**src/rtl/cache_line_fill.sv**
```systemverilog
// cache_line_fill: fetches one cache line over an AXI4 read burst and streams
// each returned beat into the line RAM of the selected victim way.
//
// Ports
//   axis_aclk, mod_rstn             clock, async active-low reset
//   fill_req_valid/ready/addr/way   fill request (miss address, victim way)
//   m_axi_ar*                       AXI4 read-address channel (master)
//   m_axi_r*                        AXI4 read-data channel (master)
//   ram_we/way/beat/wdata           registered line-RAM write port
//   fill_done, fill_err             one-cycle completion pulse and its status
//
// state | meaning
// ------+-----------------------------------------------------------------
// IDLE  | ready for a new fill request
// ADDR  | AR burst presented, waiting for arready
// DATA  | accepting R beats; after rlast, one extra cycle drains the RAM write
// DONE  | fill_done pulse, fill_err reports the sticky error flag
module cache_line_fill #(
  parameter int ADDR_WIDTH         = 48,
  parameter int BACKEND_DATA_WIDTH = 512,
  parameter int BACKEND_ID_WIDTH   = 1,
  parameter int CACHE_SIZE         = 512,
  parameter int CACHE_WAY          = 4,
  localparam int BEATS  = CACHE_SIZE * 8 / BACKEND_DATA_WIDTH,
  localparam int WAY_W  = $clog2(CACHE_WAY),
  localparam int BEAT_W = $clog2(BEATS)
) (
  input  logic                          axis_aclk,
  input  logic                          mod_rstn,
  input  logic                          fill_req_valid,
  output logic                          fill_req_ready,
  input  logic [ADDR_WIDTH-1:0]         fill_req_addr,
  input  logic [WAY_W-1:0]              fill_req_way,
  output logic                          m_axi_arvalid,
  input  logic                          m_axi_arready,
  output logic [ADDR_WIDTH-1:0]         m_axi_araddr,
  output logic [7:0]                    m_axi_arlen,
  output logic [2:0]                    m_axi_arsize,
  output logic [1:0]                    m_axi_arburst,
  output logic [BACKEND_ID_WIDTH-1:0]   m_axi_arid,
  input  logic                          m_axi_rvalid,
  output logic                          m_axi_rready,
  input  logic [BACKEND_DATA_WIDTH-1:0] m_axi_rdata,
  input  logic [1:0]                    m_axi_rresp,
  input  logic                          m_axi_rlast,
  input  logic [BACKEND_ID_WIDTH-1:0]   m_axi_rid,
  output logic                          ram_we,
  output logic [WAY_W-1:0]              ram_way,
  output logic [BEAT_W-1:0]             ram_beat,
  output logic [BACKEND_DATA_WIDTH-1:0] ram_wdata,
  output logic                          fill_done,
  output logic                          fill_err
);

  localparam int LINE_W   = $clog2(CACHE_SIZE);
  localparam int SIZE_ENC = $clog2(BACKEND_DATA_WIDTH / 8);
  localparam logic [BEAT_W-1:0] LAST_BEAT = BEAT_W'(BEATS - 1);

  typedef enum logic [1:0] {S_IDLE, S_ADDR, S_DATA, S_DONE} state_t;

  state_t                          state_q, state_d;
  logic [ADDR_WIDTH-1:0]           addr_q;
  logic [WAY_W-1:0]                way_q;
  logic [BEAT_W-1:0]               beat_q;
  logic                            full_q;
  logic                            last_q;
  logic                            err_q;
  logic                            ram_we_q;
  logic [WAY_W-1:0]                ram_way_q;
  logic [BEAT_W-1:0]               ram_beat_q;
  logic [BACKEND_DATA_WIDTH-1:0]   ram_wdata_q;

  logic req_hs;
  logic beat_acc;
  logic beat_bad;
  logic unused_bits;

  // rid is not checked and the in-line offset bits never reach the bus
  assign unused_bits = ^{m_axi_rid, addr_q[LINE_W-1:0]};

  // ready is gated by reset so it reads 0 while mod_rstn is held low
  assign fill_req_ready = (state_q == S_IDLE) && mod_rstn;
  assign req_hs         = fill_req_valid && fill_req_ready;

  // once rlast has been taken, rready drops for the drain cycle
  assign m_axi_rready = (state_q == S_DATA) && !last_q;
  assign beat_acc     = m_axi_rready && m_axi_rvalid;
  assign beat_bad     = (m_axi_rresp != 2'b00)
                     || ( m_axi_rlast && (beat_q != LAST_BEAT))
                     || (!m_axi_rlast && (beat_q == LAST_BEAT));

  assign m_axi_arvalid = (state_q == S_ADDR);
  assign m_axi_araddr  = {addr_q[ADDR_WIDTH-1:LINE_W], {LINE_W{1'b0}}};
  assign m_axi_arlen   = 8'(BEATS - 1);
  assign m_axi_arsize  = 3'(SIZE_ENC);
  assign m_axi_arburst = 2'b01;
  assign m_axi_arid    = '0;

  assign ram_we    = ram_we_q;
  assign ram_way   = ram_way_q;
  assign ram_beat  = ram_beat_q;
  assign ram_wdata = ram_wdata_q;

  assign fill_done = (state_q == S_DONE);
  assign fill_err  = (state_q == S_DONE) && err_q;

  always_ff @(posedge axis_aclk or negedge mod_rstn) begin
    if (!mod_rstn) state_q <= S_IDLE;
    else           state_q <= state_d;
  end

  always_comb begin
    state_d = state_q;
    case (state_q)
      S_IDLE:  if (req_hs) state_d = S_ADDR;
      S_ADDR:  if (m_axi_arready) state_d = S_DATA;
      S_DATA:  if (last_q) state_d = S_DONE;
      S_DONE:  state_d = S_IDLE;
      default: state_d = S_IDLE;
    endcase
  end

  always_ff @(posedge axis_aclk or negedge mod_rstn) begin
    if (!mod_rstn) begin
      addr_q      <= '0;
      way_q       <= '0;
      beat_q      <= '0;
      full_q      <= 1'b0;
      last_q      <= 1'b0;
      err_q       <= 1'b0;
      ram_we_q    <= 1'b0;
      ram_way_q   <= '0;
      ram_beat_q  <= '0;
      ram_wdata_q <= '0;
    end else begin
      if (req_hs) begin
        addr_q <= fill_req_addr;
        way_q  <= fill_req_way;
        err_q  <= 1'b0;
      end
      if ((state_q == S_ADDR) && m_axi_arready) begin
        beat_q <= '0;
        full_q <= 1'b0;
        last_q <= 1'b0;
      end
      if (beat_acc) begin
        if (beat_q != LAST_BEAT) beat_q <= beat_q + BEAT_W'(1);
        // the last slot of the line is now taken; later beats are dropped
        if (beat_q == LAST_BEAT) full_q <= 1'b1;
        if (m_axi_rlast) last_q <= 1'b1;
        if (beat_bad) err_q <= 1'b1;
        ram_way_q   <= way_q;
        ram_beat_q  <= beat_q;
        ram_wdata_q <= m_axi_rdata;
      end
      ram_we_q <= beat_acc && !full_q;
    end
  end

endmodule
```
**config.mk**
```make
export PLATFORM = sky130hd
export DESIGN_NAME = cache_line_fill
export DESIGN_NICKNAME = d
export VERILOG_FILES = /design/src/rtl/cache_line_fill.sv
export SDC_FILE = /design/constraint.sdc
export NUM_CORES = 1
export LEC_CHECK = 0
export BUFFER_PORTS_ARGS = -buffer_cell sky130_fd_sc_hd__buf_2
export CORE_AREA = 5 5 450 452
export CTS_CLUSTER_SIZE = 25
export DETAILED_ROUTE_END_ITERATION = 8
export DIE_AREA = 0 0 455 457
export SLEW_MARGIN = 10
export SYNTH_ARGS = -nofsm -noshare
export SYNTH_HDL_FRONTEND = slang
export SYNTH_SLANG_ARGS = --single-unit
```
**constraint.sdc**
```tcl
create_clock -name axis_aclk -period 1.8 [get_ports axis_aclk]
set_input_delay 0.36 -clock axis_aclk [delete_from_list [all_inputs] [get_ports axis_aclk]]
set_output_delay 0.36 -clock axis_aclk [all_outputs]
set_load 0.05 [all_outputs]
```
==> results of run 1 <==
==> metrics by stage <==
stage / TNS, ns / setup slack (ns) / cell area (um^2) / utilization / total power, mW
after global placement: -2.17 / -0.0348 / 30600 / 0.154 / 71.1
after CTS: -75.77 / -0.433 / 41100 / 0.207 / 93.3
after global routing: -100.36 / -0.469 / 42600 / 0.214 / 99.4
after floorplan: 0 / 0.0379 / 21500 / - / 53.5
after detailed placement: -4.11 / -0.0481 / 30600 / 0.154 / 71.6
final: -72.97 / -0.374 / 42600 / 0.215 / 95.4
==> power groups by stage <==
stage               clock network (mW)  registers [mW]  logic, mW
floorplan                            0            45.1       8.39
global placement                     0            22.6       48.6
detailed placement                   0            22.9       48.7
CTS                               15.1            23.1       55.2
global route                      15.5            24.0       60.0
finish                            14.4            23.3       57.6
==> worst max-delay path, cell delays in order, from the launching register on <==
cell     delay (ns)
dfrtp_1        0.40
inv_2          0.08
ha_4           0.13
buf_6          0.09
nor2b_4        0.15
buf_6          0.13
buf_12         0.14
==> how the worst max path moves through the flow <==
stage / startpoint / endpoint / slack [ns] / cells past startpoint
final: state_q[0] / m_axi_rready / -0.37 / 6
after global routing: state_q[0] / m_axi_rready / -0.47 / 6
after CTS: state_q[0] / m_axi_rready / -0.43 / 6
after detailed placement: state_q[0] / ram_wdata[187] / -0.05 / 7
after global placement: state_q[0] / ram_wdata[167] / -0.03 / 7
after floorplan: state_q[1] / state_q[1] / 0.04 / 5
==> cell type report <==
class / count / area, um^2
Sequential cell: 567 / 14200
Clock inverter: 20 / 216
Multi-Input combinational cell: 612 / 7540
Inverter: 4 / 17.5
Fill cell: 21100 / 156000
Clock buffer: 100 / 2090
Antenna cell: 18 / 45.0
Tap cell: 2656 / 3320
Timing Repair Buffer: 1849 / 15200
==> cell families after synthesis <==
| group | share of synthesized area |
|---|---|
| adder cells (fa/ha/maj) | 0.00351 |
| XOR/XNOR | 0.000409 |
| other | 0.000351 |
| AND/OR/NAND/NOR | 0.00356 |
| multiplexers | 0.294 |
| buffers and inverters | 0.0316 |
| AO/OA/AOI/OAI | 0.00397 |
| flip-flops | 0.663 |
==> state kept, by name, indices dropped and copies added (netlist names) <==
register / count
full_q: 1
addr_q: 39
ram_way: 2
ram_we: 1
way_q: 2
beat_q: 3
last_q: 1
ram_beat: 3
ram_wdata: 512
err_q: 1
state_q: 2
==> placed cells by master, fill, tap and decap left out, types with 3 or more instances in the layout <==
cell / n
buf_12: 50
buf_16: 41
buf_2: 889
buf_4: 220
buf_6: 52
buf_8: 24
clkbuf_1: 11
clkbuf_16: 89
clkbuf_8: 16
clkinv_2: 5
clkinv_4: 3
clkinvlp_4: 3
conb_1: 23
dfrtp_1: 563
dfrtp_2: 4
diode_2: 18
dlygate4sd3_1: 557
ha_4: 3
inv_6: 4
mux2_1: 97
mux2_2: 233
mux2_4: 229
nand2_1: 3
o211ai_1: 3
o31ai_1: 3
==> timing repair <==
| item | 4_1_cts | 5_1_grt |
|---|---|---|
| hold endpoints to repair | 689 | 0 |
| setup endpoints to repair | 475 | 533 |
| gates resized for setup | 459 | 229 |
| pin swaps | 1 | 0 |
| hold buffers | 557 | 0 |
| setup buffers | 40 | 24 |
| cloned | 32 | 21 |
==> metal layers <==
metal  vias to the layer above  GRT usage
met5                         -          0
met4                         8     0.0345
met3                       304      0.102
met2                      1135      0.248
met1                      9693      0.153
li1                       8117          -
==> impl_metrics.tcl, run 1 <==
set metrics [dict create \
    rrSetupSlack_ns -0.27 \
    final_cycle_share 1.21 \
    postSynthCellCount 1248 \
    die_y_um 457 \
    grt_max_degree 74 \
    top_signal_layer_used "met5" \
    timing.final.hold_violations 0 \
    setup.worst_path.end_class "output port" \
    drt_wirelength_um 165000 \
    die_area_um2 208000 \
    cts_htree_levels 3 \
    groute.usage.overall 0.149 \
    yosysUniqueCellTypes 24 \
    worst_path_required_ns 1.44 \
    rows 164 \
    criticalPathCategory "flop to output port" \
    min-delay-path-class "input pin to flop" \
    whs_endpoint "last_q" \
    combPwrFrac 0.604 \
    outcome "finished, violations left" \
    grt_pass1_wl_um 203000 \
    yosys_most_used_dff "dfrtp_1" \
    ffs_latches_synth 567 \
    worstHoldStart "m_axi_rvalid" \
    ys_top_cells_by_count "567 x dfrtp_1, 317 x mux2_2, 242 x mux2_1" \
    ff2ff_path_depth 10 \
    wl_met2_um 77600 \
    globalRouteOverflowTotal 0 \
    ctsRootBufferMaster "clkbuf_16" \
    ir_worst_vdd_uv 1260 \
    route.met3.wl_um 26700 \
    critical_path.startpoint_type "flop" \
    route.detailed.wl_per_inst_um 28.4 \
    clock_tree_from_tritoncts "done" \
    drive_gt1_frac 0.596 \
    netSwitchingFraction 0.516 \
    power.sequential.fraction 0.245 \
    synthDominantCellAreaShare 0.663 \
    drt_first_pass_iters 5 \
    clk_pin_slew_worst_paths_ns 0.06 \
    synthMostInstantiatedCell "dfrtp_1" \
    die_w_um 455 \
    grt_antenna_before_repair 108 \
    r2r_start "state_q[0]" \
    worst_skew_pair.late_latency_ns 0.69 \
    port_buffers 1122 \
    number_of_buffers_created_by_cts 71 \
    leakagePower_nw 20.4 \
    cts.sinks 567 \
    power_per_cell_area_nw_per_um2 2240 \
    power_report.internal_total_mw 46.1 \
    wirelength_met1_um 57200 \
    synth-async-reset-ratio 1.00 \
    worst-path-max-fanout 2 \
    p_switching_mw 49.2 \
    synth.avg_cell_area_um2 17.2 \
    setup_repair_after_global_routing_missed_its_margin "yes" \
    layout_setup_ws_ns -0.374 \
    synth-edff-count 0 \
    fin_cells 5826 \
    timing.critical_path.arrival_ns 1.81 \
    final-max-slew-violation-count 0 \
    timing.rr.end "ram_wdata[423]" \
    core_area_um2 198000 \
    fmax_ghz 0.460 \
    finalNetCount 3682 \
    dp_cells 5025 \
    period_needed_ns 2.17 \
    ys_seq_area_frac 0.663 \
    initial_core_util 0.108 \
    vias 19300 \
    number_of_drc_violations_after_detailed_routing_iteration_0 1011 \
    place_congestion 0.993 \
    timing.max_cap.violations 0 \
    clk_path_buf_depth 3 \
    netlist_top_cells_area "dfrtp_1 66%, mux2_2 17%, mux2_1 13%" \
    synth_largest_area_cell "dfrtp_1" \
    share_clk_of_total_power 0.152 \
    violations "setup timing" \
    number_of_global_route_vias_before_repair 20400 \
    hpwlAfterDp_um 134000 \
    syn_to_final_growth_pct 98.8 \
    num_io_pins 1156 \
    yosys_warnings 0 \
    fin_skew_ns 0.0458 \
    drc 0 \
    netlist_area_um2 21400 \
    hold_ws_ns 0.121 \
    routed_via_density 3.31 \
    ant_nets 0 \
    setup_viol 520 \
    hold_path_depth 3 \
]
Note: power is estimated with default switching activity, not from simulation.
==> run 2: changes to the inputs <==
CAP_MARGIN = 0   (was unset)
GPL_TIMING_DRIVEN = 0   (was unset)
MAX_ROUTING_LAYER = met4   (was unset)
==> impl_metrics.tcl, run 2 (same netlist as run 1, synthesis figures left out) <==
set metrics [dict create \
    drt_first_pass_iters 7 \
    die_area_um2 208000 \
    place_congestion 1.01 \
    power_report.internal_total_mw 45.7 \
    setup.worst_path.end_class "flop" \
    initial_core_util 0.108 \
    worst-path-max-fanout 8 \
    period_needed_ns 2.10 \
    dp_cells 5052 \
    globalRouteOverflowTotal 0 \
    number_of_drc_violations_after_detailed_routing_iteration_0 1248 \
    timing.critical_path.cells "inv_2 > ha_4 > buf_4 > nand3b_4 > buf_12 > buf_12 > buf_16 > buf_12 > buf_16 > mux2_1" \
    timing.critical_path.slowest_stage_cell "dfrtp_1" \
    drc 0 \
    power.sequential.fraction 0.248 \
    hold_ws_ns -0.366 \
    cts.sinks 567 \
    number_of_buffers_created_by_cts 74 \
    final-max-slew-violation-count 0 \
    clk_pin_slew_worst_paths_ns 0.06 \
    timing.max_cap.violations 0 \
    post-layout-total-power_mw 94.4 \
    vias 19700 \
    power_per_cell_area_nw_per_um2 2220 \
    postCtsHoldBufs 554 \
    groute.usage.overall 0.156 \
    max_reg_flops 512 \
    grt_antenna_before_repair 112 \
    violations "hold timing, setup timing" \
    max_slew_margin 0.577 \
    netSwitchingFraction 0.516 \
    p_switching_mw 48.7 \
    die_y_um 457 \
    drt_wirelength_um 167000 \
    route.detailed.wl_per_inst_um 28.4 \
    drive_gt1_frac 0.599 \
    finalNetCount 3702 \
    cp_slowest_stage_delay_ns 0.41 \
    syn_to_final_growth_pct 98.7 \
    routed_via_density 3.35 \
    critical-path-top-cell-by-count "buf_12" \
    final_cycle_share 1.17 \
    min-delay-path-class "input pin to async pin" \
    combPwrFrac 0.587 \
    measured_slew_at_the_worst_slew_check_pin_ns 0.635 \
    post-route-cell-area_um2 42500 \
    ctsRootBufferMaster "clkbuf_16" \
    layout.cells.most_common_list "1122 x buf_2, 566 x dfrtp_1, 554 x dlygate4sd3_1, 247 x mux2_4, 220 x mux2_2" \
    hpwlAfterDp_um 137000 \
    ir_worst_vdd_uv 1460 \
    share_clk_of_total_power 0.165 \
    setup_viol 561 \
    die_w_um 455 \
    setup_repair_after_global_routing_missed_its_margin "yes" \
    outcome "finished, violations left" \
    grt_max_degree 113 \
    fin_skew_ns 0.0369 \
    core_area_um2 198000 \
    grt_pass1_wl_um 207000 \
    criticalPathCategory "flop to flop" \
    worst_skew_pair.late_latency_ns 0.67 \
    placed_inst_area_um2 30600 \
    fin_cells 5870 \
    layout_setup_ws_ns -0.299 \
    worst_path_required_ns 2.34 \
    cts_htree_levels 3 \
    port_buffers 1122 \
    fmax_ghz 0.476 \
    ant_nets 0 \
    num_io_pins 1156 \
    leakagePower_nw 20.7 \
    clock_tree_from_tritoncts "done" \
    mostFrequentLayoutCell "buf_2" \
    number_of_global_route_vias_before_repair 20800 \
    critical_path.startpoint_type "flop" \
    clk_path_buf_depth 3 \
    timing.critical_path.arrival_ns 2.64 \
    timing.final.hold_violations 88 \
    rows 164 \
]
run 2: power groups by stage:
stage	clock network [mW]	registers (mW)	logic, mW
floorplan	0	45.1	8.39
global placement	0	22.9	47.3
detailed placement	0	23.2	47.5
CTS	16.3	23.1	53.9
global route	16.6	24.0	57.5
finish	15.6	23.4	55.4
run 2: cell type report:
type                       count  area [um^2]
tap                         2656         3320
clock inverter                33          463
multi-input combinational    612         7610
fill                       21100       156000
buffer                        83         1200
timing repair buffer        1783        13600
clock buffer                 102         2080
inverter                       4         15.0
sequential                   567        14200
antenna                       30         75.1
run 2: through the flow:
stage	worst slack, ns	util	setup TNS [ns]
after floorplan	0.0379	-	0
after global placement	-12.54	0.153	-7543.70
after detailed placement	-0.874	0.154	-278.19
after CTS	-0.347	0.209	-115.23
after global routing	-0.358	0.214	-134.21
final	-0.299	0.214	-89.48
run 2: worst max-delay path, delay by kind of cell, from the launching register on:
family | cells | cell delay, ns
buffers and inverters | 7 | 0.95
DFF | 1 | 0.41
muxes | 1 | 0.30
adders and majority gates | 1 | 0.13
and+or+nand+nor | 1 | 0.12
run 2: routing by layer:
layer,vias up,part of all wire,GRT usage,wire (um)
met5,-,0,-,0
met4,0,0.028,0.0414,4720
met3,273,0.13,0.0711,21000
met2,1191,0.47,0.252,77900
met1,10000,0.38,0.173,63000
li1,8181,-,-,-
run 2: worst paths after layout:
path	start	end	slack, ns	depth (start not counted)
worst max-delay path	state_q[0]	ram_wdata[319]	-0.30	10
worst min-delay path	mod_rstn	ram_wdata[450]	-0.37	1
worst max register to register	state_q[0]	ram_wdata[319]	-0.30	10
worst min register to register	err_q	err_q	0.48	2
max in group asynchronous	mod_rstn	ram_wdata[136]	0.58	3
min in group axis_aclk	m_axi_rdata[145]	ram_wdata[145]	0.06	2
run 2: timing repair:
item	CTS	global route
pin swaps	2	0
gates cloned	42	15
resized for setup	331	147
endpoints found under the setup margin	784	759
setup buffers	39	9
hold endpoints to repair	641	88
==> run 3: changes to the inputs <==
CORE_AREA = 2 2 447 449   (was 5 5 450 452)
DIE_AREA = 0 0 449 451   (was 0 0 455 457)
PLACE_DENSITY = 0.35   (was unset)
==> impl_metrics.tcl, run 3 (same netlist as run 1, synthesis figures left out) <==
set metrics [dict create \
    vias 18500 \
    max_slew_margin 0.570 \
    fmax_ghz 0.474 \
    violations "hold timing, setup timing" \
    ir_worst_vdd_uv 934 \
    worst_path_required_ns 1.44 \
    leakagePower_nw 20.4 \
    grt_max_degree 99 \
    timing.critical_path.to "m_axi_rready" \
    die_area_um2 202000 \
    worst_skew_pair.late_latency_ns 0.68 \
    setup_viol 306 \
    rrSetupSlack_ns -0.20 \
    mostFrequentLayoutCell "buf_2" \
    cp-startpoint "state_q[0]" \
    timing.max_cap.violations 0 \
    period_needed_ns 2.11 \
    setup.worst_path.end_class "output port" \
    outcome "finished, violations left" \
    min-delay-path-class "input pin to async pin" \
    grt_antenna_before_repair 40 \
    r2r_start "state_q[0]" \
    port_buffers 1122 \
    groute.usage.overall 0.133 \
    hold_ws_ns -0.0526 \
    core_area_um2 198000 \
    power_per_cell_area_nw_per_um2 2200 \
    number_of_drc_violations_after_detailed_routing_iteration_0 928 \
    final-max-slew-violation-count 0 \
    ant_nets 0 \
    finalNetCount 3673 \
    drt_first_pass_iters 5 \
    max_reg_flops 512 \
    final_cycle_share 1.17 \
    die_y_um 451 \
    drive_gt1_frac 0.635 \
    rows 164 \
    number_of_global_route_vias_before_repair 20000 \
    routed_via_density 3.18 \
    timing.final.hold_violations 48 \
    initial_core_util 0.108 \
    timing.critical_path.arrival_ns 1.75 \
    setup_repair_after_global_routing_missed_its_margin "yes" \
    clk_pin_slew_worst_paths_ns 0.06 \
    clock_tree_from_tritoncts "done" \
    cts_htree_levels 3 \
    drc 0 \
    drt_wirelength_um 136000 \
    syn_to_final_growth_pct 98.5 \
    die_w_um 449 \
    ctsRootBufferMaster "clkbuf_16" \
    measured_slew_at_the_worst_slew_check_pin_ns 0.646 \
    grt_pass1_wl_um 178000 \
    route.detailed.wl_per_inst_um 23.3 \
    clk_path_buf_depth 3 \
    worst-path-max-fanout 3 \
    criticalPathCategory "flop to output port" \
    layout.cells.most_common_list "984 x buf_2, 556 x dlygate4sd3_1, 523 x dfrtp_1, 307 x mux2_2, 252 x mux2_4" \
    timing.rr.end "ram_wdata[464]" \
    ff2ff_path_depth 9 \
    cts.sinks 567 \
    final.fill_count 21600 \
    globalRouteOverflowTotal 0 \
    num_io_pins 1156 \
    fin_skew_ns 0.0251 \
    layout_setup_ws_ns -0.309 \
    final_total_negative_setup_slack_ns -30.99 \
    place_congestion 0.876 \
    critical_path.startpoint_type "flop" \
    hpwlAfterDp_um 107000 \
    number_of_buffers_created_by_cts 77 \
    postCtsHoldBufs 560 \
]
## run 3: layout make-up
type	count	area (um^2)	area share
tap	2656	3320	0.0782
inverter	4	15.0	0.000353
multi-input combinational	612	7620	0.179
sequential	567	14200	0.335
buffer	74	975	0.0229
clock inverter	21	327	0.00768
timing repair buffer	1760	13700	0.323
antenna	19	47.5	0.00112
clock buffer	114	2230	0.0524
## run 3: timing repair
item	4_1_cts	5_1_grt
setup endpoints to repair	698	563
setup buffers	35	13
cloned	34	7
gates resized for setup	660	104
pin swaps	2	2
hold endpoints to repair	638	117
## run 3: layer usage
layer	up-vias	GRT usage	part of all wire
li1	8113	-	-
met1	9568	0.164	0.43
met2	694	0.213	0.48
met3	163	0.0380	0.071
met4	0	0.0290	0.019
met5	-	-	0
## run 3: worst min-delay path by stage
| stage | slack, ns | start | endpoint |
|---|---|---|---|
| 3_5_place_dp | 0.30 | mod_rstn | ram_wdata[295] |
| 4_1_cts | -0.12 | mod_rstn | ram_wdata[506] |
| 3_3_place_gp | 0.47 | ram_wdata[345] | ram_wdata[345] |
| 5_1_grt | -0.07 | mod_rstn | ram_wdata[372] |
| 2_1_floorplan | 0.06 | mod_rstn | addr_q[10] |
| 6_report | -0.05 | mod_rstn | ram_wdata[372] |
## run 3: through the flow
step	util	power, mW	cell area [um^2]	worst slack (ns)	cells
floorplan	-	53.5	21500	0.0379	1269
global placement	0.154	68.8	30400	-15.65	5047
detailed placement	0.154	69.0	30600	-0.889	5053
CTS	0.214	94.4	42300	-0.445	5816
global route	0.214	97.4	42500	-0.427	5817
finish	0.214	93.5	42500	-0.309	5827
## run 3: power breakdown
group / total (mW) / switching [mW] / internal [mW] / leakage, nW
combinational: 53.3 / 35.2 / 18.1 / 12.4
sequential: 24.3 / 4.92 / 19.4 / 6.70
clock: 15.8 / 6.51 / 9.34 / 1.24
## run 3: worst max-delay path: stages (launching register included)
cell     delay (ns)
dfrtp_2        0.43
inv_2          0.09
ha_4           0.16
nor2b_4        0.20
buf_12         0.17
